===== src/rtl/mac_accumulator_pkg.sv =====
// Shared constants and state encoding for the MAC accumulate stage.
package mac_accumulator_pkg;

    localparam int unsigned PROD_W = 8;
    localparam int unsigned CNT_W  = 5;

    typedef enum logic {
        StAcc  = 1'b0,
        StDone = 1'b1
    } state_e;

endpackage


===== src/rtl/mac_accumulator_sat_add.sv =====
// Unsigned ACC_W + PROD_W saturating adder; a set sticky input forces saturation.
module mac_accumulator_sat_add
    import mac_accumulator_pkg::*;
#(
    parameter int unsigned ACC_W = 12
) (
    input  logic [ACC_W-1:0]  acc,
    input  logic [PROD_W-1:0] prod,
    input  logic              ovf_in,
    output logic [ACC_W-1:0]  sum,
    output logic              ovf_out
);

    logic [ACC_W:0] wide;

    always_comb begin
        wide    = {1'b0, acc} + {{(ACC_W + 1 - PROD_W){1'b0}}, prod};
        ovf_out = wide[ACC_W] | ovf_in;
        sum     = ovf_out ? {ACC_W{1'b1}} : wide[ACC_W-1:0];
    end

endmodule


===== src/rtl/mac_accumulator.sv =====
// Accumulates a burst of multiplier products into a saturating sum and
// hands the total, term count and overflow flag downstream via valid/ready.
module mac_accumulator
    import mac_accumulator_pkg::*;
#(
    parameter int unsigned ACC_W     = 12,
    parameter int unsigned MAX_TERMS = 16
) (
    input  logic              clk,
    input  logic              rst,
    input  logic [PROD_W-1:0] p_in,
    input  logic              p_valid,
    input  logic              p_last,
    output logic              p_ready,
    output logic [ACC_W-1:0]  acc_out,
    output logic [CNT_W-1:0]  acc_count,
    output logic              acc_ovf,
    output logic              out_valid,
    input  logic              out_ready
);

    state_e             state_q;
    logic [ACC_W-1:0]   acc_q;
    logic [CNT_W-1:0]   cnt_q;
    logic               ovf_q;

    logic [ACC_W-1:0]   sum;
    logic               sum_ovf;
    logic               last_slot;

    mac_accumulator_sat_add #(
        .ACC_W (ACC_W)
    ) u_sat_add (
        .acc     (acc_q),
        .prod    (p_in),
        .ovf_in  (ovf_q),
        .sum     (sum),
        .ovf_out (sum_ovf)
    );

    // The accept that fills the final slot closes the burst even without p_last.
    assign last_slot = (cnt_q == CNT_W'(MAX_TERMS - 1));

    always_ff @(posedge clk or posedge rst) begin
        if (rst) begin
            state_q <= StAcc;
            acc_q   <= '0;
            cnt_q   <= '0;
            ovf_q   <= 1'b0;
        end else begin
            unique case (state_q)
                StAcc: begin
                    if (p_valid) begin
                        acc_q <= sum;
                        ovf_q <= sum_ovf;
                        cnt_q <= cnt_q + CNT_W'(1);
                        if (p_last || last_slot) begin
                            state_q <= StDone;
                        end
                    end
                end
                StDone: begin
                    // No bypass: a term offered during the handshake cycle waits.
                    if (out_ready) begin
                        acc_q   <= '0;
                        cnt_q   <= '0;
                        ovf_q   <= 1'b0;
                        state_q <= StAcc;
                    end
                end
                default: state_q <= StAcc;
            endcase
        end
    end

    assign p_ready   = (state_q == StAcc);
    assign out_valid = (state_q == StDone);
    assign acc_out   = acc_q;
    assign acc_count = cnt_q;
    assign acc_ovf   = ovf_q;

endmodule


===== config.mk =====
export PLATFORM = sky130hd
export DESIGN_NAME = mac_accumulator
export DESIGN_NICKNAME = d
export VERILOG_FILES = /design/src/rtl/mac_accumulator_pkg.sv /design/src/rtl/mac_accumulator_sat_add.sv /design/src/rtl/mac_accumulator.sv
export SDC_FILE = /design/constraint.sdc
export NUM_CORES = 1
export LEC_CHECK = 0
export CAP_MARGIN = 10
export CELL_PAD_IN_SITES_DETAIL_PLACEMENT = 1
export CELL_PAD_IN_SITES_GLOBAL_PLACEMENT = 1
export CORE_ASPECT_RATIO = 1.5
export CORE_MARGIN = 2
export CORE_UTILIZATION = 36
export DETAILED_ROUTE_END_ITERATION = 8
export PLACE_DENSITY_LB_ADDON = 0.1
export SYNTH_ARGS = -nofsm -noshare
export SYNTH_HDL_FRONTEND = slang
export SYNTH_SLANG_ARGS = --single-unit

===== constraint.sdc =====
create_clock -name clk -period 2.8 [get_ports clk]
set_input_delay 0.56 -clock clk [delete_from_list [all_inputs] [get_ports clk]]
set_output_delay 0.56 -clock clk [all_outputs]
set_load 0.05 [all_outputs]

==> results.tsv <==
stage	metric	value	unit
worst_setup_path	Data arrival, critical path	2730	ps
worst_setup_path	Critical path origin	p_in[0]	
logic_synthesis	post-synth top area share	37.5	%
min_path	worst min path class	flip-flop to flip-flop	
worst_setup_path	R2R Path End	acc_out[11]	
cts	CTS Buf Count	3	
cells_and_area	most frequent cells in the layout	clkdlybuf4s50_1, dfrtp_1, nand2_1, ha_1	
worst_setup_path	CP Capture Type	flip-flop	
timing	Achievable Freq	0.386	GHz
grt	number of global-route vias before repair	1240	
cts	htree depth	1	
pwr	switching portion of total power	49.3	%
worst_setup_path	worst setup path end	acc_out[11]	
pwr	Comb pwr share	64.3	%
drt	initial detailed-routing violation count	12	
cts	CTS clk-pin slew, worst paths	70	ps
logic_synthesis	cells after synthesis	127	
cts	Root Buffer	clkbuf_8	
timing	final period utilization	92.4	%
grt	initial antenna violation count	0	
timing	Worst slew margin	46.4	%
logic_synthesis	register area share after synthesis	37.5	%
logic_synthesis	synth warn	0	
cts	post-CTS resize count	0	
timing	final hold vios	0	
pwr	VDD IR max	0.000560	V
timing	Final setup violation count	0	
pwr	power density cells	1100	nW/µm²
min_path	worst hold start	acc_ovf	
timing	min cycle time layout	2590	ps
cts	Post-CTS Setup Bufs	0	
place	IO Port Bufs	32	
cells_and_area	non-filler cells, final	208	
timing	worst slew pin tran	803	ps
grt	gr busiest metal	met2	
pwr	Pint	961	µW
die	die extent in y	76.7	µm
cells_and_area	fraction of layout cells with a size suffix above 1	13.9	%
die	Initial Utilization	37.5	%
place	GPL Wtd Cong	0.809	
timing	setup tns final	0	ps
grt	Tot GR Track Use	19.0	%
drt	DR WL/cell	17.0	µm
logic_synthesis	syn avg cell area	9.98	µm²
pwr	Leak	0.733	nW
pwr	Clk network pwr share	10.6	%
logic_synthesis	Synth cell types	40	
worst_setup_path	CP Class	primary input to flip-flop	
die	Cell Rows	26	
place	post-DP HPWL	2.76	mm
worst_setup_path	RR Startpoint	acc_out[0]	
drt	DRC	0	
drt	total number of vias	1182	
worst_setup_path	R2R cell count	7	
drt	DRT Pass-1 Iters	4	
worst_setup_path	FF-to-FF setup slack	520	ps
timing	skew final	7.32	ps
outcome	status	finished clean	
die	IO Count	33	
logic_synthesis	post-synth top area cell	dfrtp_1	
cts	hold buffers post-CTS	0	
pwr	sequential power share	25.1	%
drt	Via density	5.68	
drt	Post-Route WL	3.54	mm
flow_run	maxcap violations	0	
cts	CTS Sinks	19	
timing	Pins Over Slew Limit	0	
logic_synthesis	top_reg_cell synth	dfrtp_1	
die	die area	4020	µm²
cells_and_area	final instance area	1720	µm²
pwr	Psw	934	µW
cells_and_area	Post-layout nets	191	
cells_and_area	P&R area growth vs syn	35.6	%
worst_setup_path	worst endpoint required time	2940	ps
worst_setup_path	crit path launch type	primary input	
worst_setup_path	Worst Path Max Fanout	10	
drt	antenna-violating nets left	0	
die	Horiz. Die Dim	52.4	µm
place	placed cells	204	
logic_synthesis	ys async rst share	100	%
grt	met2 usage	33.6	%
die	core area	3380	µm²
logic_synthesis	Post-synth EDFFs	0	
logic_synthesis	synth top area cells	dfrtp_1, ha_1, a221o_2	
grt	met3 usage	1.56	%
timing	RSZ-0062 raised after global routing	no	
cts	Clock Latency Late Sink	260	ps
cts	clock tree buffer depth	2	
cells_and_area	diode count	0	
place	dpl cell area	1670	µm²
cts	CTS tree	yes	
grt	met1 GRT Util	23.0	%
cells_and_area	most common cell after layout, fill and taps aside	clkdlybuf4s50_1	
grt	pin count of the biggest net entering global routing	20	
logic_synthesis	Synthesized Nets	151	
grt	GRT overflow	0	
grt	first-pass GRT wire length	5.87	mm
logic_synthesis	post-synthesis cell area	1270	µm²
logic_synthesis	Seq cells post-synth	19	
synthesized netlist by cell type, drive strengths merged (2+ instances only):
cell,n
a211oi,2
a21o,3
a21oi,9
a221o,8
and3,2
buf,2
dfrtp,19
ha,10
inv,3
nand2,14
nand3,2
nand4,2
nor2,5
nor2b,3
nor4,2
o2111ai,2
o211ai,3
o21a,2
o21ai,11
o21bai,2
xnor2,5
xor2,2
state kept, by name, indices dropped and copies added, names as in the netlist:
signal and flops:
acc_out 12, acc_count 5, acc_ovf 1, out_valid 1
power groups by stage:
stage | Combinational, mW | Sequential, mW | Clock (mW)
2_1_floorplan | 0.545 | 0.779 | 0
3_3_place_gp | 1.20 | 0.472 | 0
3_5_place_dp | 1.22 | 0.481 | 0
4_1_cts | 1.23 | 0.477 | 0.203
5_1_grt | 1.31 | 0.494 | 0.214
6_report | 1.22 | 0.475 | 0.201
area by class of cell:
class	instances	area (µm²)
fillers	407	1660
repair buffers	38	365
well taps	42	52.6
clock buffers	3	41.3
flip-flops and latches	19	475
clock inverters	1	5.00
inverters	3	11.3
multi-input cells	102	768
cell families (layout without fill, tap and decap cells):
group	after synthesis	in the layout	share of synthesized area (%)
AND/OR/NAND/NOR	37	37	15.2
AO/OA/AOI/OAI	47	47	29.1
adder cells (fa/ha/maj)	11	11	11.5
flip-flops	19	19	37.5
XOR/XNOR	7	7	4.84
buffers and inverters	6	45	1.87
how the worst min path moves through the flow:
stage / endpoint / slack, ps / depth (start not counted)
global placement: acc_count[4] / 480 / 2
finish: acc_ovf / 510 / 2
CTS: acc_ovf / 510 / 2
detailed placement: acc_ovf / 490 / 2
global route: acc_ovf / 560 / 2
floorplan: acc_count[0] / 510 / 1
metal layers:
metal  part of all wire, %  wire length (µm)
met5                     0                 0
met2                    54              1910
met3                   2.0                72
met1                    42              1490
met4                   1.8                65
through the flow:
stage,hold slack (ps),utilization (%),setup slack [ps],power [mW]
global placement,483,49.4,-31.2,1.68
CTS,510,50.8,193,1.91
global route,557,50.8,97.2,2.02
detailed placement,492,49.4,-71.9,1.71
finish,506,50.8,212,1.89
floorplan,511,-,363,1.32
worst max-delay path, stage by stage:
cell	delay [ps]
clkdlybuf4s50_1	410
ha_1	220
fa_1	390
a211oi_1	330
o21ai_1	170
o221ai_4	110
o21ai_4	150
or3b_1	380
(Power assumes the default switching activity.)
